### config.mk
export PLATFORM = sky130hd
export DESIGN_NAME = rr_mux_arbiter_flat
export DESIGN_NICKNAME = d
export VERILOG_FILES = /design/src/rtl/rr_mux_arbiter_if.sv /design/src/rtl/rr_mux_arbiter.sv /design/src/flat_wrapper.sv
export SDC_FILE = /design/constraint.sdc
export NUM_CORES = 1
export LEC_CHECK = 0
export CAP_MARGIN = 15
export CORE_MARGIN = 2
export CORE_UTILIZATION = 56
export CTS_CLUSTER_SIZE = 8
export DETAILED_ROUTE_END_ITERATION = 8
export PLACE_DENSITY = 0.86
export SLEW_MARGIN = 20
export SYNTH_ARGS = -nofsm -noshare
export SYNTH_HDL_FRONTEND = slang
export SYNTH_SLANG_ARGS = --single-unit
### constraint.sdc
create_clock -name clk -period 12.75 [get_ports clk]
set_clock_uncertainty 0.1 [all_clocks]
set_input_delay 3.1875 -clock clk [delete_from_list [all_inputs] [get_ports clk]]
set_output_delay 3.1875 -clock clk [all_outputs]
set_load 0.05 [all_outputs]
### src/rtl/rr_mux_arbiter_if.sv
// rr_mux_arbiter_if
//   Bundles the requester bank, the shared-mux select/grant and the
//   valid/ready output handshake of the round-robin mux arbiter.
//   Ports carried:
//     req[N]       request bit per requester          (bank -> arbiter)
//     in[N]        data bit per requester (mux input) (bank -> arbiter)
//     out_ready    consumer accepts out_data          (consumer -> arbiter)
//     gnt[N]       one-hot grant                      (arbiter -> bank)
//     sel[SELW]    mux select                         (arbiter -> mux)
//     out_valid    out_data holds a granted bit       (arbiter -> consumer)
//     out_data     selected data bit                  (arbiter -> consumer)
//     busy         status, mirrors out_valid          (arbiter -> status)
//   Modports: master = requester/consumer side, slave = arbiter side.
interface rr_mux_arbiter_if #(
  parameter int N    = 8,
  parameter int SELW = 3
);
  logic [N-1:0]    req;
  logic [N-1:0]    in;
  logic            out_ready;
  logic [N-1:0]    gnt;
  logic [SELW-1:0] sel;
  logic            out_valid;
  logic            out_data;
  logic            busy;

  modport master (
    output req, in, out_ready,
    input  gnt, sel, out_valid, out_data, busy
  );

  modport slave (
    input  req, in, out_ready,
    output gnt, sel, out_valid, out_data, busy
  );
endinterface

### src/rtl/rr_mux_arbiter.sv
// rr_mux_arbiter
//   Round-robin arbiter that shares one combinational 8:1 bit mux among N
//   requesters. A winner is picked by scanning from the priority pointer,
//   its grant and mux select are registered, and the selected bit is offered
//   on a valid/ready handshake. The grant is held until the consumer accepts,
//   then the pointer moves past the served requester and a new winner is
//   chosen on the same edge, so back-to-back grants have no bubble.
//   Ports:
//     clk   rising-edge clock
//     rst   synchronous reset, active-high
//     bus   rr_mux_arbiter_if.slave (req, in, out_ready in;
//           gnt, sel, out_valid, out_data, busy out)
module rr_mux_arbiter #(
  parameter int N    = 8,
  parameter int SELW = 3
) (
  input logic              clk,
  input logic              rst,
  rr_mux_arbiter_if.slave  bus
);

  typedef enum logic {IDLE, GRANT} state_t;

  state_t          state_q, state_d;
  logic [SELW-1:0] ptr_q, ptr_d;
  logic [SELW-1:0] sel_q, sel_d;
  logic [N-1:0]    gnt_q, gnt_d;

  logic            out_valid;
  logic            handshake;
  logic [SELW-1:0] scan_ptr;
  logic            win_found;
  logic [SELW-1:0] win_idx;

  // Returns {found, index} of the first set request scanning ptr, ptr+1, ...
  // N is a power of two, so SELW-bit addition wraps modulo N for free.
  function automatic logic [SELW:0] rr_pick(input logic [N-1:0] r,
                                            input logic [SELW-1:0] p);
    logic [SELW-1:0] idx;
    rr_pick = '0;
    for (int k = N - 1; k >= 0; k--) begin
      idx = p + SELW'(k);
      if (r[idx]) rr_pick = {1'b1, idx};
    end
  endfunction

  assign out_valid = (state_q == GRANT);
  assign handshake = out_valid && bus.out_ready;
  // On a handshake the pointer moves past the served requester before the
  // same-edge re-arbitration, giving it lowest priority next round.
  assign scan_ptr  = handshake ? sel_q + SELW'(1) : ptr_q;
  assign {win_found, win_idx} = rr_pick(bus.req, scan_ptr);

  always_comb begin
    state_d = state_q;
    ptr_d   = scan_ptr;
    sel_d   = sel_q;
    gnt_d   = gnt_q;
    // Re-arbitrate only when not holding a grant; a granted requester
    // cannot withdraw or be pre-empted until its bit is accepted.
    if (!out_valid || handshake) begin
      if (win_found) begin
        state_d = GRANT;
        sel_d   = win_idx;
        gnt_d   = N'(1) << win_idx;
      end else begin
        state_d = IDLE;
        gnt_d   = '0;
      end
    end
  end

  always_ff @(posedge clk) begin
    if (rst) begin
      state_q <= IDLE;
      ptr_q   <= '0;
      sel_q   <= '0;
      gnt_q   <= '0;
    end else begin
      state_q <= state_d;
      ptr_q   <= ptr_d;
      sel_q   <= sel_d;
      gnt_q   <= gnt_d;
    end
  end

  assign bus.gnt       = gnt_q;
  assign bus.sel       = sel_q;
  assign bus.out_valid = out_valid;
  assign bus.busy      = out_valid;
  assign bus.out_data  = out_valid & bus.in[sel_q];

endmodule

### src/flat_wrapper.sv
// flat-port wrapper written by rule: the top's interface ports become plain ports
module rr_mux_arbiter_flat 
#(
  parameter int N    = 8,
  parameter int SELW = 3
)
  (clk, rst, bus_req, bus_in, bus_out_ready, bus_gnt, bus_sel, bus_out_valid, bus_out_data, bus_busy);
  rr_mux_arbiter_if #(.N(N), .SELW(SELW)) bus_i ();
  input logic clk;
  input logic rst;
  input wire logic [$bits(bus_i.req)-1:0] bus_req;
  input wire logic [$bits(bus_i.in)-1:0] bus_in;
  input wire logic [$bits(bus_i.out_ready)-1:0] bus_out_ready;
  output wire logic [$bits(bus_i.gnt)-1:0] bus_gnt;
  output wire logic [$bits(bus_i.sel)-1:0] bus_sel;
  output wire logic [$bits(bus_i.out_valid)-1:0] bus_out_valid;
  output wire logic [$bits(bus_i.out_data)-1:0] bus_out_data;
  output wire logic [$bits(bus_i.busy)-1:0] bus_busy;
  assign bus_i.req = bus_req;
  assign bus_i.in = bus_in;
  assign bus_i.out_ready = bus_out_ready;
  assign bus_gnt = bus_i.gnt;
  assign bus_sel = bus_i.sel;
  assign bus_out_valid = bus_i.out_valid;
  assign bus_out_data = bus_i.out_data;
  assign bus_busy = bus_i.busy;
  rr_mux_arbiter #(.N(N), .SELW(SELW)) u_core (.clk(clk), .rst(rst), .bus(bus_i));
endmodule
==> summary.md, run 1 <==
| Metric | Value |
|---|---|
| Yosys cell types | 57 |
| FP Rows | 19 |
| Hold EP | u_core.bus.gnt[1]$_SDFFE_PP0N_ |
| Placed Cells | 263 |
| I/O Buffers | 32 |
| Clock Tree Buf Depth | 2 |
| CP Capture Type | output port |
| Crit-path leading delay family | buffers and inverters |
| Worst reg2reg setup slack | between 8 and 9 ns |
| Worst Setup Start Kind | input pin |
| Detail Placement HPWL | between 3000 and 4000 um |
| Data arrival time of the critical path | about 5.0 ns |
| Vias in the first global route | about 1700 |
| Fill cells | 239 |
| Placement-stage cell area | around 1900 sq um |
| Htree depth | 1 |
| Hold buffer count at cts | 0 |
| Max cap viols | 0 |
| Post-synth EDFFs | 0 |
| Final clock period utilization by the worst path | 0.646 |
| Syn. warnings | 0 |
| Final instance area | between 1500 and 2000 sq um |
| Final Max Tran Viols | 0 |
| Die Area | about 3300 sq um |
| Routed WL | 4630 um |
| Clock-pin slew on the worst setup and hold paths | 0.08 ns |
| # resized after CTS | 0 |
| Initial antenna violation count | 0 |
| Clk_lat worst skew | between 0.2 and 0.3 ns |
| Crit path buffers/inverters | 2 |
| Remaining DRCs | 0 |
| Initial Utilization | 0.589 |
| Fin nets | approximately 260 |
| Mapped Cells | 213 |
| Reg2Reg Depth | 11 |
| TritonRoute pass-1 iters | 4 |
| Post-CTS Setup Inserts | 0 |
| Status | completed |
| Critical Path Slowest Stage Cell | clkdlybuf4s50_1 |
| Worst r2r src | u_core.bus.sel[0]$_SDFFE_PP0P_ |
| Multi-input logic area | 1250 sq um |
| Die Wd | 57.9 um |
| Inserted Diodes | 0 |
| CTS tree | built |
| Layout cells sized above 1 | 0.0720 |
| Final setup vio count | 0 |
| Worst hold path type | reg -> reg |
| Largest stage delay, worst path | 0.69 ns |
| Fin util | 0.708 |
| Main synth FF type | dfxtp_1 |
| Final Hold Viols | 0 |
| Seq. cell area | 300 sq um |
| Min-Delay Path Depth | 2 |
| Setup repair after global routing missed its margin | no |
| Root buf cell | clkbuf_4 |
| Num CTS Buffers | 3 |
| Remaining antenna violation count | 0 |
| Async set-or-reset flop fraction in the synthesized netlist | 0 |
| Max Freq | roughly 0.12 GHz |
| Die H | roughly 58 um |
| #FFs+latches synth | 15 |
| Vias/cell | about 6.8 |
| Wire length per cell | about 17 um |
| First-pass GRT wire length | a little under 8000 um |
| Tot GR Track Use | 0.291 |
| Reg2reg end | u_core.bus.gnt[7]$_SDFFE_PP0N_ |
| Largest net degree at the start of global routing | 20 |
| Routability-driven placement congestion ratio | around 1 |
| CORE AREA | ~2800 sq um |
| Most used cell, CP | clkdlybuf4s50_1 |
| DR iter-0 viols | roughly 160 |
| Syn-to-layout area delta | 20.2% |
| Fin Setup TNS | 0 ns |
| Critical Path Stages | 5 |
| Gr ovfl total | 0 |
| Via count | 1827 |
| Crit path kind | in -> out |
| Max-slew headroom | 0.405 |
| Mapped Area | about 1600 sq um |
| IO Pins | 33 |
| Syn_nets | 235 |
| PwrDens | around 220 nW/um^2 |
| Worst Tran Pin Value | ~0.88 ns |
| Fin cells | around 270 |
| Leak | ~0.72 nW |
| Clock Sinks | 15 |
| Largest vdd supply drop | about 0.19 mV |
| CP Cell Sequence | clkdlybuf4s50_1, mux4_2, mux2i_1, nor2b_1, clkdlybuf4s50_1 |
| Post-layout min period | between 8 and 9 ns |
| Crit Path Max Fanout | 1 |
| Syn avg cell area | ~7.6 sq um |
| Critical Path RT | 9.46 ns |
| Post-synthesis sequential area ratio | 0.185 |
| Hold_sp | u_core.bus.gnt[1]$_SDFFE_PP0N_ |
cells in the mapped netlist (all sizes together), types with 2 or more instances:
master,n,area (sq um)
mux2,5,56.3
a221oi,2,17.5
buf,6,31.3
a311oi,2,17.5
o22ai,8,50.1
a31oi,3,18.8
and3,2,12.5
and2,7,43.8
o31ai,5,37.5
nor4,2,12.5
nand4,2,12.5
nand3,12,60.1
a21boi,2,15.0
a21bo,2,20.0
mux2i,7,70.1
mux4,4,90.1
clkbuf,7,26.3
a21oi,14,70.1
inv,5,18.8
o21a,3,22.5
a211oi,5,37.5
nand2,22,82.6
nor2,15,56.3
a32oi,2,17.5
o211ai,6,55.1
o21ai,13,68.8
dfxtp,15,300
o211a,2,20.0
or3,2,12.5
xnor2,4,35.0
a32o,5,50.1
nor3,3,15.0
ha,3,37.5
metal layers:
metal / share of wire / global-route usage / routed length (um)
met5: 0 / 0 / 0
met4: 0.016 / 0.0797 / 72
met3: 0.098 / 0.0625 / 453
met2: 0.45 / 0.440 / 2090
met1: 0.44 / 0.419 / 2020
cell type report:
cell class | count | share of cell area
flip-flops and latches | 15 | 0.154
well taps | 31 | 0.0199
multi-input cells | 180 | 0.639
repair buffers | 32 | 0.164
clock buffers | 4 | 0.0135
inverters | 5 | 0.00962
flip-flops by register name, summed over array words and instances, names as in the netlist:
register / flops
u_core.bus.gnt: 8
u_core.bus.sel: 3
u_core.ptr_q: 3
u_core.bus.busy: 1
cell families after synthesis:
family | after synthesis | share of synthesized area
multiplexers | 16 | 0.133
XOR/XNOR | 5 | 0.0270
flip-flops | 15 | 0.185
adder cells (fa/ha/maj) | 3 | 0.0231
AND/OR/NAND/NOR | 75 | 0.227
AO/OA/AOI/OAI | 81 | 0.357
buffers and inverters | 18 | 0.0470
per-stage QoR:
stage	hold slack [ns]	worst slack, ns	power [mW]
after floorplan	0.575	5.28	0.319
after global placement	0.340	4.54	0.390
after detailed placement	0.341	4.50	0.394
after CTS	0.362	4.51	0.421
after global routing	0.385	4.47	0.458
final	0.360	4.51	0.426
cells in the final DEF, fill, tap and decap left out, types with 3 or more instances in the layout:
cell / instances
a211oi_1: 5
a21oi_1: 14
a31oi_1: 3
a32o_1: 5
and2_1: 7
clkbuf_4: 3
clkdlybuf4s50_1: 32
dfxtp_1: 15
ha_1: 3
inv_1: 4
mux2_2: 5
mux2i_1: 7
mux4_2: 4
nand2_1: 22
nand3_1: 12
nor2_1: 15
nor3_1: 3
o211ai_1: 4
o21a_1: 3
o21ai_0: 10
o22ai_1: 8
o31ai_1: 5
xnor2_1: 4
tightest hold or removal path: cells and delay by family (launching register included):
kind	cells	cell delay (ns)
AO/OA/AOI/OAI	1	0.05
AND/OR/NAND/NOR	1	0.05
flip-flops	1	0.33
where the power goes:
part / leakage (nW) / internal, mW / switching (mW) / total, mW
registers: 0.123 / 0.0587 / 0.0123 / 0.0710
logic: 0.585 / 0.125 / 0.204 / 0.329
clock network: 0.0150 / 0.0121 / 0.0143 / 0.0264
worst max path at each step:
stage / from / end / slack [ns]
finish: bus_in[3] / bus_out_data / 4.51
global route: bus_in[3] / bus_out_data / 4.47
CTS: bus_in[3] / bus_out_data / 4.51
detailed placement: bus_in[3] / bus_out_data / 4.50
global placement: bus_in[7] / bus_out_data / 4.54
floorplan: bus_in[5] / bus_out_data / 5.28
No activity file was read; power rests on OpenSTA's default activity.
==> run 2, diff against run 1 <==
--- a/config.mk
+++ b/config.mk
@@ -7,10 +7,10 @@
 export LEC_CHECK = 0
 export CAP_MARGIN = 15
 export CORE_MARGIN = 2
-export CORE_UTILIZATION = 56
+export CORE_UTILIZATION = 47
 export CTS_CLUSTER_SIZE = 8
 export DETAILED_ROUTE_END_ITERATION = 8
-export PLACE_DENSITY = 0.86
+export PLACE_DENSITY = 0.77
 export SLEW_MARGIN = 20
 export SYNTH_ARGS = -nofsm -noshare
 export SYNTH_HDL_FRONTEND = slang
==> constraint.sdc (replaced) <==
create_clock -name clk -period 6.68 [get_ports clk]
set_clock_uncertainty 0.1 [all_clocks]
set_input_delay 1.67 -clock clk [delete_from_list [all_inputs] [get_ports clk]]
set_output_delay 1.67 -clock clk [all_outputs]
set_load 0.05 [all_outputs]
==> summary.md, run 2 (synthesized netlist as in run 1, its figures left out) <==
| Metric | Value |
|---|---|
| Worst Tran Pin Value | 0.902 ns |
| Seq. cell area | between 300 and 400 sq um |
| Most frequent cells in the layout | 32 x clkdlybuf4s50_1, 22 x nand2_1, 15 x nor2_1, 15 x dfxtp_1, 14 x a21oi_1 |
| WHS | ~0.36 ns |
| Fin cells | 282 |
| Hold EP | u_core.bus.gnt[0]$_SDFFE_PP0N_ |
| Max cap viols | 0 |
| Status | completed |
| Die Wd | about 63 um |
| Largest stage delay, worst path | between 0.6 and 0.7 ns |
| Final setup vio count | 0 |
| Crit path buffers/inverters | 2 |
| IO Pins | 33 |
| # resized after CTS | 0 |
| Critical Path Slowest Stage Cell | nor2_1 |
| Hold buffer count at cts | 0 |
| Crit Path Max Fanout | 11 |
| Reg2reg end | u_core.bus.gnt[5]$_SDFFE_PP0N_ |
| Post-CTS Setup Inserts | 0 |
| Final clock period utilization by the worst path | 0.886 |
| Initial antenna violation count | 0 |
| Final Hold Viols | 0 |
| Flip-flop count of the largest register after layout | 8 |
| Pwr Total | around 0.8 mW |
| Clock Sinks | 15 |
| FP Rows | 21 |
| Syn-to-layout area delta | 21.3% |
| Reg2Reg Depth | 11 |
| CTS tree | built |
| Max-slew headroom | 0.394 |
| PwrDens | slightly above 400 nW/um^2 |
| Num CTS Buffers | 3 |
| Htree depth | 1 |
| Clk_lat worst skew | between 0.2 and 0.3 ns |
| Routability-driven placement congestion ratio | 0.986 |
| Placed Cells | 278 |
| Layout cells sized above 1 | 0.0720 |
| Fin nets | 259 |
| Remaining DRCs | 0 |
| First-pass GRT wire length | 7760 um |
| Routed WL | between 4000 and 5000 um |
| Worst Setup Start Kind | input pin |
| Clock-pin slew on the worst setup and hold paths | 0.09 ns |
| TritonRoute pass-1 iters | 5 |
| Via count | about 1800 |
| Fin Setup TNS | 0 ns |
| Multi-input logic area | 1250 sq um |
| Setup repair after global routing missed its margin | no |
| Initial Utilization | 0.487 |
| Detail Placement HPWL | around 3800 um |
| Final Max Tran Viols | 0 |
| Crit-path leading delay family | compound AO/OA/AOI/OAI gates |
| Inserted Diodes | 0 |
| Hold_sp | u_core.bus.gnt[0]$_SDFFE_PP0N_ |
| Worst hold path type | reg -> reg |
| Final setup margin | approximately 0.76 ns |
| DR iter-0 viols | around 140 |
| Post-layout min period | ~6 ns |
| Tot GR Track Use | 0.244 |
| Leak | between 0.7 and 0.8 nW |
| Min-Delay Path Depth | 2 |
| Crit path kind | in -> reg |
| Final instance area | slightly below 2000 sq um |
| CP Cell Sequence | clkdlybuf4s50_1, a21boi_1, nor2_1, inv_1, ha_1, xnor2_1, mux2i_1, a311oi_1, a311oi_1, mux2i_1, o211ai_1, a32o_1 |
| Gr ovfl total | 0 |
| Critical Path RT | just under 7 ns |
| Largest net degree at the start of global routing | 20 |
| Vias in the first global route | 1623 |
| I/O Buffers | 32 |
| Remaining antenna violation count | 0 |
| Die Area | between 3000 and 4000 sq um |
| Fill cells | 307 |
| Die H | 62.8 um |
| Fin util | 0.591 |
| Max Freq | roughly 0.17 GHz |
| Clock Tree Buf Depth | 2 |
| CORE AREA | approximately 3300 sq um |
| Root buf cell | clkbuf_4 |
| Data arrival time of the critical path | roughly 6.0 ns |
| Vias/cell | around 6.4 |
| Leading cell type in the layout, fill and taps excluded | clkdlybuf4s50_1 |
| CP Capture Type | flip-flop |
| Worst r2r src | u_core.bus.sel[0]$_SDFFE_PP0P_ |
| Largest vdd supply drop | roughly 0.24 mV |
| Setup WS pre-CTS | around 0.56 ns |
| Placement-stage cell area | roughly 2000 sq um |
| Worst reg2reg setup slack | about 2.2 ns |
| Wire length per cell | 16.8 um |
## run 2: cell counts in the layout (fill, tap and decap cells not counted)
Identical to the previous run, type by type.
## run 2: worst max path at each step
stage	start	endpoint	slack, ns	depth (start not counted)
3_5_place_dp	bus_out_ready	u_core.bus.gnt[5]$_SDFFE_PP0N_	0.56	12
5_1_grt	bus_out_ready	u_core.bus.gnt[6]$_SDFFE_PP0N_	0.52	12
6_report	bus_out_ready	u_core.bus.gnt[5]$_SDFFE_PP0N_	0.76	12
2_1_floorplan	bus_out_ready	u_core.bus.gnt[5]$_SDFFE_PP0N_	1.29	16
4_1_cts	bus_out_ready	u_core.bus.gnt[5]$_SDFFE_PP0N_	0.86	12
3_3_place_gp	bus_out_ready	u_core.bus.gnt[7]$_SDFFE_PP0N_	0.58	12
## run 2: cell type report
class / instances / share of cell area
clock buffer: 4 / 0.0133
multi-input combinational: 180 / 0.633
timing repair buffer: 32 / 0.163
inverter: 5 / 0.00952
sequential: 15 / 0.152
tap: 46 / 0.0292
## run 2: power by group
part	switching (mW)	total, mW	internal [mW]
combinational	0.393	0.632	0.239
clock	0.0286	0.0518	0.0232
sequential	0.0228	0.135	0.112
## run 2: worst min-delay path: stages (launching register included)
cell and delay [ns]:
dfxtp_1 0.33, nand2_1 0.05, o31ai_1 0.05
## run 2: routing by layer
metal / vias to the layer above / share of wire / GRT usage
met1: 843 / 0.44 / 0.336
li1: 873 / - / -
met4: 0 / 0.016 / 0.0472
met5: - / 0 / 0
met3: 9 / 0.090 / 0.0414
met2: 92 / 0.45 / 0.402
==> run 3, diff against run 2 <==
--- a/config.mk
+++ b/config.mk
@@ -6,7 +6,6 @@
 export NUM_CORES = 1
 export LEC_CHECK = 0
 export CAP_MARGIN = 15
-export CORE_MARGIN = 2
 export CORE_UTILIZATION = 47
 export CTS_CLUSTER_SIZE = 8
 export DETAILED_ROUTE_END_ITERATION = 8
==> summary.md, run 3 (synthesized netlist as in run 1, its figures left out) <==
| Metric | Value |
|---|---|
| Clk_lat worst skew | 0.28 ns |
| Largest vdd supply drop | between 0.2 and 0.25 mV |
| Final Hold Viols | 0 |
| Clock power frac | 0.062 |
| CP Capture Type | flip-flop |
| Remaining DRCs | 0 |
| Remaining antenna violation count | 0 |
| Fin nets | between 200 and 300 |
| Initial antenna violation count | 0 |
| Crit Path Max Fanout | 11 |
| FP Rows | 20 |
| Leak | 0.723 nW |
| DR iter-0 viols | about 180 |
| Setup WS pre-CTS | about 0.52 ns |
| Root buf cell | clkbuf_4 |
| Max-slew headroom | 0.453 |
| Die H | around 61 um |
| Hold buffer count at cts | 0 |
| Fin Setup TNS | 0 ns |
| Post-CTS Setup Inserts | 0 |
| Htree depth | 1 |
| Setup repair after global routing missed its margin | no |
| Clock Tree Buf Depth | 2 |
| Die Wd | approximately 60 um |
| Layout cells sized above 1 | 0.0720 |
| Sequential share of power | 0.166 |
| Seq. cell area | roughly 300 sq um |
| Vias in the first global route | approximately 1600 |
| CTS tree | built |
| Leading cell type in the layout, fill and taps excluded | clkdlybuf4s50_1 |
| Data arrival time of the critical path | around 6 ns |
| Die Area | ~3700 sq um |
| Vias/cell | ~6.6 |
| Most frequent cells in the layout | 32 x clkdlybuf4s50_1, 22 x nand2_1, 15 x nor2_1, 15 x dfxtp_1, 14 x a21oi_1 |
| Final instance area | around 2000 sq um |
| Switching Share | 0.543 |
| CP Cell Sequence | clkdlybuf4s50_1, a21boi_1, nor2_1, inv_1, ha_1, xnor2_1, o22ai_1, a221oi_1, a211o_1, a31oi_1, nor4_1, a32o_1 |
| Crit path kind | in -> reg |
| Inserted Diodes | 0 |
| P_int | roughly 0.37 mW |
| Max cap viols | 0 |
| # resized after CTS | 0 |
| Max Freq | 0.169 GHz |
| Placed Cells | ~280 |
| Status | completed |
| Flip-flop count of the largest register after layout | 8 |
| Initial Utilization | 0.515 |
| Multi-input logic area | around 1200 sq um |
| Fill cells | approximately 300 |
| Tot GR Track Use | 0.274 |
| Wire length per cell | around 17 um |
| First-pass GRT wire length | around 7600 um |
| Via count | roughly 1900 |
| CORE AREA | roughly 3200 sq um |
| Combinational share of power | 0.772 |
| Critical Path RT | about 7 ns |
| Largest stage delay, worst path | around 0.7 ns |
| Clock Sinks | 15 |
| Num CTS Buffers | 3 |
| TritonRoute pass-1 iters | 7 |
| Routability-driven placement congestion ratio | 1.07 |
| Gr ovfl total | 0 |
| Largest net degree at the start of global routing | 20 |
| Worst Tran Pin Value | 0.813 ns |
| Syn-to-layout area delta | 21.2% |
| Detail Placement HPWL | about 3700 um |
| Critical Path Slowest Stage Cell | nor2_1 |
| Sw power | roughly 0.44 mW |
| PwrDens | 415 nW/um^2 |
| IO Pins | 33 |
| Post-layout min period | approximately 6 ns |
| Worst hold path type | reg -> reg |
| Worst Setup Start Kind | input pin |
| Final Max Tran Viols | 0 |
| Final setup margin | around 0.78 ns |
| Fin cells | between 200 and 300 |
| Routed WL | approximately 4700 um |
| Clock-pin slew on the worst setup and hold paths | roughly 0.080 ns |
| I/O Buffers | 32 |
| Final clock period utilization by the worst path | 0.884 |
| Placement-stage cell area | 1940 sq um |
| Final setup vio count | 0 |
## run 3: cell counts in the layout (fill, tap and decap cells not counted)
Identical to the previous run, type by type.
## run 3: metrics by stage
step / util / power, mW / hold slack, ns
6_report: 0.624 / 0.817 / 0.362
5_1_grt: 0.624 / 0.876 / 0.379
4_1_cts: 0.624 / 0.806 / 0.368
3_5_place_dp: 0.616 / 0.755 / 0.348
3_3_place_gp: 0.616 / 0.754 / 0.341
2_1_floorplan: - / 0.610 / 0.575
## run 3: per-layer routing
metal / vias to the layer above / track usage / share of wire / routed length [um]
met5: - / 0 / 0 / 0
met3: 17 / 0.0704 / 0.11 / 522
met4: 0 / 0.101 / 0.031 / 149
met1: 836 / 0.379 / 0.44 / 2070
met2: 122 / 0.411 / 0.42 / 2000
li1: 881 / - / - / -
## run 3: power by group through the flow
stage	logic [mW]	clock network [mW]	registers, mW
2_1_floorplan	0.409	0	0.200
3_3_place_gp	0.617	0	0.137
3_5_place_dp	0.617	0	0.138
4_1_cts	0.619	0.0511	0.136
5_1_grt	0.681	0.0566	0.139
6_report	0.631	0.0506	0.135
## run 3: worst max-delay path, delay by kind of cell
family / cells / cell delay, ns
xor gates and xnor gates: 1 / 0.56
and+or+nand+nor: 2 / 1.35
AOI/OAI and AO/OA: 6 / 1.34
adders and majority gates: 1 / 0.29
buffers and inverters: 2 / 0.83
## run 3: cell type report
| type | instances | share of cell area |
|---|---|---|
| inverters | 5 | 0.00954 |
| flip-flops and latches | 15 | 0.153 |
| multi-input cells | 180 | 0.634 |
| clock buffers | 4 | 0.0134 |
| repair buffers | 32 | 0.163 |
| well taps | 44 | 0.0280 |
## run 3: final timing paths
path	from	end	slack, ns	depth (start not counted)
worst max register to register	u_core.bus.sel[0]$_SDFFE_PP0P_	u_core.bus.gnt[5]$_SDFFE_PP0N_	2.21	11
worst max-delay path	bus_out_ready	u_core.bus.gnt[5]$_SDFFE_PP0N_	0.78	12
worst min register to register	u_core.bus.gnt[0]$_SDFFE_PP0N_	u_core.bus.gnt[0]$_SDFFE_PP0N_	0.36	2
worst min-delay path	u_core.bus.gnt[0]$_SDFFE_PP0N_	u_core.bus.gnt[0]$_SDFFE_PP0N_	0.36	2
